`src/rtl/pipe_pkg.sv`:
```
// Shared types and constants for the pipeline skid buffer.
package pipe_pkg;

    typedef enum logic [1:0] {
        EMPTY = 2'd0,
        HALF  = 2'd1,
        FULL  = 2'd2
    } buf_state_t;

    localparam int PC_W_DEF    = 32;
    localparam int INSTR_W_DEF = 32;

    localparam logic [INSTR_W_DEF-1:0] NOP_INSTR = '0;

    // Default-width entry; the buffer itself packs {pc, instruction} the same way at any width.
    typedef struct packed {
        logic [PC_W_DEF-1:0]    pc;
        logic [INSTR_W_DEF-1:0] instruction;
    } pipe_entry_t;

endpackage

```
`src/rtl/pipe_skid_buf_if.sv`:
```
// Handshake and payload bundle between an upstream stage, the skid buffer and a downstream stage.
interface pipe_skid_buf_if #(
    parameter int PC_W    = 32,
    parameter int INSTR_W = 32
) ();
    logic               i_flush;
    logic               i_valid;
    logic               o_ready;
    logic [PC_W-1:0]    i_pc;
    logic [INSTR_W-1:0] i_instruction;
    logic               o_valid;
    logic               i_ready;
    logic [PC_W-1:0]    o_pc;
    logic [INSTR_W-1:0] o_instruction;
    logic [1:0]         o_count;

    modport slave (
        input  i_flush, i_valid, i_pc, i_instruction, i_ready,
        output o_ready, o_valid, o_pc, o_instruction, o_count
    );

    modport master (
        output i_flush, i_valid, i_pc, i_instruction, i_ready,
        input  o_ready, o_valid, o_pc, o_instruction, o_count
    );
endinterface

```
`src/rtl/pipe_entry_reg.sv`:
```
// Payload register with synchronous clear and load enable.
module pipe_entry_reg #(
    parameter int W = 64
) (
    input  logic         clk,
    input  logic         clr,
    input  logic         load,
    input  logic [W-1:0] d,
    output logic [W-1:0] q
);
    always_ff @(posedge clk) begin
        if (clr) begin
            q <= '0;
        end else if (load) begin
            q <= d;
        end
    end
endmodule

```
`src/rtl/pipe_skid_buf.sv`:
```
// Two-entry skid buffer carrying {pc, instruction}; all handshake outputs decode from the state register.
module pipe_skid_buf
    import pipe_pkg::*;
#(
    parameter int                 PC_W    = 32,
    parameter int                 INSTR_W = 32,
    parameter logic [INSTR_W-1:0] NOP     = INSTR_W'(NOP_INSTR)
) (
    input logic                  clk,
    input logic                  rst,
    pipe_skid_buf_if.slave       bus
);
    localparam int ENTRY_W = PC_W + INSTR_W;

    buf_state_t state_q, state_d;

    logic               accept, drain;
    logic               load_main, load_skid, main_from_skid;
    logic               clear;
    logic [ENTRY_W-1:0] in_entry, main_d, main_q, skid_q;

    assign accept   = bus.i_valid & bus.o_ready;
    assign drain    = bus.o_valid & bus.i_ready;
    assign clear    = rst | bus.i_flush;
    assign in_entry = {bus.i_pc, bus.i_instruction};
    assign main_d   = main_from_skid ? skid_q : in_entry;

    always_ff @(posedge clk) begin
        if (rst) begin
            state_q <= EMPTY;
        end else begin
            state_q <= state_d;
        end
    end

    always_comb begin
        state_d        = state_q;
        load_main      = 1'b0;
        load_skid      = 1'b0;
        main_from_skid = 1'b0;
        if (bus.i_flush) begin
            state_d = EMPTY;
        end else begin
            unique case (state_q)
                EMPTY: begin
                    if (accept) begin
                        load_main = 1'b1;
                        state_d   = HALF;
                    end
                end
                HALF: begin
                    if (accept && drain) begin
                        load_main = 1'b1;
                    end else if (accept) begin
                        load_skid = 1'b1;
                        state_d   = FULL;
                    end else if (drain) begin
                        state_d = EMPTY;
                    end
                end
                FULL: begin
                    // The skid word moves up to the head; nothing can be accepted here.
                    if (drain) begin
                        load_main      = 1'b1;
                        main_from_skid = 1'b1;
                        state_d        = HALF;
                    end
                end
                default: state_d = EMPTY;
            endcase
        end
    end

    pipe_entry_reg #(.W(ENTRY_W)) u_main (
        .clk  (clk),
        .clr  (clear),
        .load (load_main),
        .d    (main_d),
        .q    (main_q)
    );

    pipe_entry_reg #(.W(ENTRY_W)) u_skid (
        .clk  (clk),
        .clr  (clear),
        .load (load_skid),
        .d    (in_entry),
        .q    (skid_q)
    );

    always_comb begin
        bus.o_ready       = (state_q != FULL);
        bus.o_valid       = (state_q != EMPTY);
        bus.o_count       = 2'd0;
        bus.o_pc          = '0;
        bus.o_instruction = NOP;
        unique case (state_q)
            HALF:    bus.o_count = 2'd1;
            FULL:    bus.o_count = 2'd2;
            default: bus.o_count = 2'd0;
        endcase
        if (state_q != EMPTY) begin
            bus.o_pc          = main_q[ENTRY_W-1:INSTR_W];
            bus.o_instruction = main_q[INSTR_W-1:0];
        end
    end
endmodule

```
`src/flat_wrapper.sv`:
```
// flat-port wrapper written by rule: the top's interface ports become plain ports
module pipe_skid_buf_flat import pipe_pkg::*;
#(
    parameter int                 PC_W    = 32,
    parameter int                 INSTR_W = 32,
    parameter logic [INSTR_W-1:0] NOP     = INSTR_W'(NOP_INSTR)
)
  (clk, rst, bus_i_flush, bus_i_valid, bus_i_pc, bus_i_instruction, bus_i_ready, bus_o_ready, bus_o_valid, bus_o_pc, bus_o_instruction, bus_o_count);
  pipe_skid_buf_if #(.PC_W(PC_W), .INSTR_W(INSTR_W)) bus_i ();
  input logic clk;
  input logic rst;
  input wire logic [$bits(bus_i.i_flush)-1:0] bus_i_flush;
  input wire logic [$bits(bus_i.i_valid)-1:0] bus_i_valid;
  input wire logic [$bits(bus_i.i_pc)-1:0] bus_i_pc;
  input wire logic [$bits(bus_i.i_instruction)-1:0] bus_i_instruction;
  input wire logic [$bits(bus_i.i_ready)-1:0] bus_i_ready;
  output wire logic [$bits(bus_i.o_ready)-1:0] bus_o_ready;
  output wire logic [$bits(bus_i.o_valid)-1:0] bus_o_valid;
  output wire logic [$bits(bus_i.o_pc)-1:0] bus_o_pc;
  output wire logic [$bits(bus_i.o_instruction)-1:0] bus_o_instruction;
  output wire logic [$bits(bus_i.o_count)-1:0] bus_o_count;
  assign bus_i.i_flush = bus_i_flush;
  assign bus_i.i_valid = bus_i_valid;
  assign bus_i.i_pc = bus_i_pc;
  assign bus_i.i_instruction = bus_i_instruction;
  assign bus_i.i_ready = bus_i_ready;
  assign bus_o_ready = bus_i.o_ready;
  assign bus_o_valid = bus_i.o_valid;
  assign bus_o_pc = bus_i.o_pc;
  assign bus_o_instruction = bus_i.o_instruction;
  assign bus_o_count = bus_i.o_count;
  pipe_skid_buf #(.PC_W(PC_W), .INSTR_W(INSTR_W), .NOP(NOP)) u_core (.clk(clk), .rst(rst), .bus(bus_i));
endmodule
```
`config.mk`:
```
export PLATFORM = sky130hd
export DESIGN_NAME = pipe_skid_buf_flat
export DESIGN_NICKNAME = d
export VERILOG_FILES = /design/src/rtl/pipe_pkg.sv /design/src/rtl/pipe_skid_buf_if.sv /design/src/rtl/pipe_entry_reg.sv /design/src/rtl/pipe_skid_buf.sv /design/src/flat_wrapper.sv
export SDC_FILE = /design/constraint.sdc
export NUM_CORES = 1
export LEC_CHECK = 0
export ABC_AREA = 1
export CORE_MARGIN = 1
export CORE_UTILIZATION = 48
export CTS_BUF_LIST = sky130_fd_sc_hd__clkbuf_2 sky130_fd_sc_hd__clkbuf_4 sky130_fd_sc_hd__clkbuf_8
export DETAILED_ROUTE_END_ITERATION = 6
export PLACE_DENSITY = 0.76
export SYNTH_ARGS = -nofsm -noshare
export SYNTH_HDL_FRONTEND = slang
export SYNTH_SLANG_ARGS = --single-unit
```
`constraint.sdc`:
```
create_clock -name clk -period 3.8 [get_ports clk]
set_input_delay 0.76 -clock clk [delete_from_list [all_inputs] [get_ports clk]]
set_output_delay 0.76 -clock clk [all_outputs]
set_load 0.1 [all_outputs]
```
==> metrics.md, run 1 <==
| Metric | Value |
|---|---|
| CTS tree | `done` |
| Crit share post-route | `85.2%` |
| Skew-Pair Late Insertion Delay | `0.44 ns` |
| DRC violations left | `0` |
| DP Worst Slack | `just over 1 ns` |
| Worst-path clk slew | `0.07 ns` |
| Max Fclk | `309 MHz` |
| CP Max Fanout | `25` |
| Placer congestion estimate | `0.800` |
| Setup repair bufs after CTS | `0` |
| Chip Width | `about 120 um` |
| Max cap viols | `0` |
| Initial antenna violation count | `0` |
| Largest net degree at the start of global routing | `65` |
| Slew Viols, Final | `0` |
| CTS resizes | `0` |
| Flop pwr share | `48.3%` |
| Overall routing resource usage | `22.6%` |
| Critical Path End Type | `output port` |
| Combinational fraction of design power | `12.5%` |
| Die ar. | `14,300 sq um` |
| Internal | `2.15 mW` |
| Critical Path RT | `3.04 ns` |
| Ports | `137` |
| CP arrival | `2.48 ns` |
| Post-DRT Antenna Nets | `0` |
| Most frequent cells in the layout | `389 x nand2_1, 321 x nor2_1, 133 x inv_1, 130 x dfxtp_1, 92 x clkdlybuf4s50_1` |
| ANT cells | `0` |
| Power share of the clock group | `39.2%` |
| Vias in the first global route | `5,419` |
| Port Buffers | `136` |
| DR iter-0 viols | `518` |
| Critical setup path kind | `register to output port` |
| Clock buffer depth | `2` |
| Syn nets | `1,190` |
| Setup WS post-layout | `roughly 0.56 ns` |
| VDD IR max | `180 uV` |
| Post-route cell area | `8230 sq um` |
| Core area | `13,400 sq um` |
| Starting Density | `49.6%` |
| RSZ-0062 raised after global routing | `false` |
| Clock sink total | `130` |
| Placed cell areas | `7840 sq um` |
| Critical path, cell by cell | `nor2_4 > nor2_1 > clkdlybuf4s50_1` |
| Final core utilization | `61.4%` |
| PD cells | `353 nW/um^2` |
| Final WL | `roughly 16 mm` |
| Hold Slack | `0.515 ns` |
| WL/cell | `11.2 um` |
| Hold_buf cts | `0` |
| Status | `completed` |
| Yosys cell types | `19` |
| Commonest non-fill, non-tap cell in the layout | `nand2_1` |
| Slew at the pin with the worst max-slew slack | `0.965 ns` |
| Skew final | `between 0.009 and 0.01 ns` |
| Cell row count | `42` |
| Leakage | `4.22 nW` |
| CTS HTree Levels | `4` |
| Die Span Y | `roughly 120 um` |
| CTS Root Cell | `clkbuf_8` |
| Layout cells sized above 1 | `8.03%` |
| Register bit total from synthesis | `130` |
| Total CTS buffers | `17` |
| Via Count | `6,308` |
| First-pass GRT wire length | `26.0 mm` |
| Crit-path slowest cell | `clkdlybuf4s50_1` |
| First drt pass iteration count | `4` |
| Sw Share | `25.9%` |
| Startpoint Class | `register` |
| Final nets | `1,290` |
| Synthesized instance count | `roughly 1,100` |
| Dpl hpwl | `9.64 mm` |
| Synthesis-to-finish area growth | `23.7%` |
| Final setup viols | `0` |
| Via density | `4.48` |
| Slew HR | `35.4%` |
| Worst hold-check path type | `register to register` |
| Crit-path max cell delay | `about 1.1 ns` |
| Grt ovf | `0` |
| Sw Pwr | `0.751 mW` |
| Final hold violations | `0` |
| TNS Setup | `0 ns` |
| Period minus WS final | `3.24 ns` |
| Seq/Total Area, Yosys | `39.1%` |
| Ys Warns | `0` |
| Area of the mapped netlist | `6650 sq um` |
| Syn avg cell area | `5.93 sq um` |
[metal layers]
layer / global-route usage, % / routed length (um) / vias to the layer above
li1: - / - / 3457
met1: 30.6 / 7740 / 2696
met2: 36.1 / 7180 / 137
met3: 4.09 / 599 / 18
met4: 7.97 / 256 / 0
met5: 0 / 0 / -
[cell families (layout without fill, tap and decap cells)]
| family | count (synthesis) | count (layout) | share of synthesized area (%) |
|---|---|---|---|
| and+or+nand+nor | 786 | 786 | 46.1 |
| buffers and inverters | 202 | 314 | 14.6 |
| DFF | 130 | 130 | 39.1 |
| AOI/OAI and AO/OA | 3 | 3 | 0.226 |
[state kept, by name (all words and copies together), names as in the netlist]
name / cells
u_core.state_q: 2
u_core.u_main.q: 64
u_core.u_skid.q: 64
[synthesized netlist by cell type (all sizes together)]
| library cell | count | area (sq um) |
|---|---|---|
| nor3b | 1 | 7.51 |
| inv | 134 | 503 |
| or2 | 1 | 6.26 |
| a21oi | 2 | 10.0 |
| o21ai | 1 | 5.00 |
| clkbuf | 16 | 60.1 |
| dfxtp | 130 | 2600 |
| nand2 | 390 | 1470 |
| nor2 | 326 | 1230 |
| nand4 | 1 | 12.5 |
| buf | 52 | 405 |
| nand3 | 67 | 335 |
[final timing paths]
path | start | slack (ns) | depth (start not counted) | to
max reg2reg | u_core.state_q[1] | 1.68 | 9 | u_core.u_main.q[47]
min reg2reg | u_core.u_skid.q[44] | 0.51 | 4 | u_core.u_skid.q[44]
max | u_core.state_q[1] | 0.56 | 3 | bus_o_instruction[23]
min | u_core.u_skid.q[44] | 0.51 | 4 | u_core.u_skid.q[44]
[layout make-up]
cell class | count | area (sq um)
multi-input cells | 789 | 3130
inverters | 134 | 503
fillers | 1284 | 5170
clock buffers | 26 | 333
flip-flops and latches | 130 | 2600
repair buffers | 149 | 1390
well taps | 176 | 220
clock inverters | 5 | 50.0
[critical path, delay by kind of cell, from the launching register on]
kind / cells / cell delay, ns
buffers and inverters: 1 / 1.14
flip-flops: 1 / 0.54
AND/OR/NAND/NOR: 2 / 0.34
[metrics by stage]
step	instances	total power, mW
floorplan	1121	1.67
global placement	1378	1.79
detailed placement	1378	1.80
CTS	1409	2.93
global route	1409	3.03
finish	1409	2.91
[power by group through the flow]
stage / Combinational [mW] / Clock, mW / Sequential, mW
2_1_floorplan: 0.240 / 0 / 1.43
3_3_place_gp: 0.362 / 0 / 1.43
3_5_place_dp: 0.363 / 0 / 1.43
4_1_cts: 0.365 / 1.17 / 1.40
5_1_grt: 0.405 / 1.23 / 1.40
6_report: 0.364 / 1.14 / 1.40
No activity file was read; power rests on OpenSTA's default activity.
==> run 2: changes to the inputs <==
Settings changed: SLEW_MARGIN set to 40.
==> run 2 against run 1 <==
Cell area is 1.5% lower. Sequential share of layout area is 0.48 points higher. Global-route usage is 0.49 points higher. First-iteration DRC count is 9.8% lower. Critical endpoint is now bus_o_pc[31]. Largest cell class unchanged. Highest routed layer unchanged.
==> metrics.md, run 2 (synthesized netlist as in run 1, its figures left out) <==
| Metric | Value |
|---|---|
| Crit path launch | `u_core.state_q[1]` |
| Dpl hpwl | `9.75 mm (+1.1%)` |
| Placer congestion estimate | `0.800 (unchanged)` |
| Crit share post-route | `80.7% (-4.4 points)` |
| Hold_buf cts | `0 (unchanged)` |
| Grt ovf | `0 (unchanged)` |
| Worst r2r dst | `u_core.u_main.q[47]` |
| Via density | `4.53 (+1.1%)` |
| Ports | `137 (unchanged)` |
| Worst hold path cell count | `4 (unchanged)` |
| Skew final | `0.00678 ns (-0.00311 ns)` |
| RSZ-0062 raised after global routing | `false` |
| PD cells | `355 nW/um^2 (+0.43%)` |
| Final setup viols | `0 (unchanged)` |
| Chip Width | `120 um (unchanged)` |
| Worst path bufs/invs | `2 (+1)` |
| Total CTS buffers | `17 (unchanged)` |
| Leakage | `4.27 nW (+1.2%)` |
| CTS tree | `done` |
| Skew-Pair Late Insertion Delay | `0.44 ns (about the same)` |
| Gr busiest metal | `met2` |
| R2R cell count | `9 (unchanged)` |
| Most frequent CP cell | `buf_4` |
| R2R Path Start | `u_core.state_q[1]` |
| Crit-path slowest cell | `buf_4` |
| Period minus WS final | `3.07 ns (-0.169 ns)` |
| Post-route cell area | `8100 sq um (-1.5%)` |
| Vias in the first global route | `5,531 (+2.1%)` |
| First drt pass iteration count | `5 (+1)` |
| Biggest regs | `u_core.u_main.q: 64 flops, u_core.u_skid.q: 64 flops, u_core.state_q: 2 flops` |
| Final WL | `15.9 mm (+0.94%)` |
| ANT cells | `0 (unchanged)` |
| Filler cells | `1,344 (+4.7%)` |
| Largest net degree at the start of global routing | `65 (unchanged)` |
| Die Span Y | `120 um (unchanged)` |
| Overall routing resource usage | `23.1% (+0.49 points)` |
| Hold path start | `u_core.u_skid.q[55]` |
| Slew Viols, Final | `0 (unchanged)` |
| Register area | `2600 sq um (unchanged)` |
| Kind of cell adding the most delay to the critical path | `buffers and inverters` |
| Slew at the pin with the worst max-slew slack | `0.762 ns (-0.203 ns)` |
| First-pass GRT wire length | `26.6 mm (+2.2%)` |
| Via Count | `6,385 (+1.2%)` |
| Setup repair bufs after CTS | `0 (unchanged)` |
| Most frequent cells in the layout | `389 x nand2_1, 321 x nor2_1, 133 x inv_1, 130 x dfxtp_1, 68 x clkdlybuf4s50_1` |
| VDD IR max | `176 uV (-1.8%)` |
| Slew HR | `49.2% (+14 points)` |
| Layout cells sized above 1 | `10.0% (+2.0 points)` |
| Critical setup path kind | `register to output port` |
| Commonest non-fill, non-tap cell in the layout | `nand2_1` |
| Worst-path clk slew | `0.07 ns (about the same)` |
| Synthesis-to-finish area growth | `21.9%` |
| Worst hold-check path type | `register to register` |
| PnR Total Power | `2.87 mW (-1.1%)` |
| Placed cell areas | `7720 sq um (-1.5%)` |
| Startpoint Class | `register` |
| CTS resizes | `0 (unchanged)` |
| Crit-path max cell delay | `0.53 ns (-0.61 ns)` |
| Port Buffers | `136 (unchanged)` |
| GR Layer Usage met3 | `4.33% (+0.24 points)` |
| Cell row count | `42 (unchanged)` |
| Critical path, cell by cell | `nor2_4 > buf_4 > nor2_1 > buf_4` |
| Final nets | `1,290 (unchanged)` |
| R2r setup slk | `1.67 ns (about the same)` |
| Post-DRT Antenna Nets | `0 (unchanged)` |
| Critical Path RT | `3.04 ns (about the same)` |
| Starting Density | `49.6% (unchanged)` |
| M2 GR Usage | `37.0% (+0.87 points)` |
| WL/cell | `11.3 um (+0.87%)` |
| Status | `completed` |
| TNS Setup | `0 ns (unchanged)` |
| Clock sink total | `130 (unchanged)` |
| Max cap viols | `0 (unchanged)` |
| Clock buffer depth | `2 (unchanged)` |
| DRC violations left | `0 (unchanged)` |
| Worst Hold Path EP | `u_core.u_skid.q[55]` |
| CP arrival | `2.31 ns (-0.17 ns)` |
| CP Max Fanout | `42 (+68%)` |
| CTS HTree Levels | `4 (unchanged)` |
| DR iter-0 viols | `467 (-9.8%)` |
| Core area | `13,400 sq um (unchanged)` |
| Initial antenna violation count | `0 (unchanged)` |
| Max Fclk | `326 MHz (+5.5%)` |
| Die ar. | `14,300 sq um (unchanged)` |
| Final hold violations | `0 (unchanged)` |
| Multi-input logic area | `3130 sq um (unchanged)` |
| Critical Path End Type | `output port` |
| CTS Root Cell | `clkbuf_8` |
| M1 GR Usage | `31.0% (+0.39 points)` |
-- run 2: final cells by class --
class	instances	area share, %
Multi-Input combinational cell	789	38.6
Sequential cell	130	32.1
Timing Repair Buffer	149	15.6
Inverter	134	6.21
Clock buffer	28	4.45
Tap cell	176	2.72
Clock inverter	4	0.247
-- run 2: how the worst max path moves through the flow --
stage               slack (ns)                     to  cells past startpoint
global route              0.54           bus_o_pc[31]                      4
finish                    0.73           bus_o_pc[31]                      4
global placement          1.08  bus_o_instruction[22]                      3
detailed placement        1.11    u_core.u_main.q[28]                      8
floorplan                 0.85  bus_o_instruction[22]                      4
CTS                       0.65           bus_o_pc[29]                      4
-- run 2: routing by layer --
metal	vias up	routed length [um]
met1	2772	7660
li1	3452	-
met4	0	155
met3	11	694
met5	-	0
met2	150	7420
-- run 2: per-stage QoR --
step / hold WS (ns) / util [%] / instances / worst slack, ns
finish: 0.515 / 60.5 / 1410 / 0.732
global route: 0.538 / 60.5 / 1410 / 0.538
floorplan: 0.494 / - / 1121 / 0.852
CTS: 0.515 / 60.5 / 1410 / 0.650
global placement: 0.501 / 58.5 / 1378 / 1.08
detailed placement: 0.503 / 57.6 / 1378 / 1.11
-- run 2: power breakdown --
group	internal, mW	leakage, nW	switching, mW
clock network	0.599	0.207	0.511
logic	0.134	3.01	0.229
registers	1.39	1.05	0.00967
total	2.13	4.27	0.750
-- run 2: tightest hold or removal path, stage by stage, from the launching register on --
cell and delay, ns:
dfxtp_1 0.31, inv_1 0.04, nand2_1 0.04, nand2_1 0.05
nor2_1 0.03
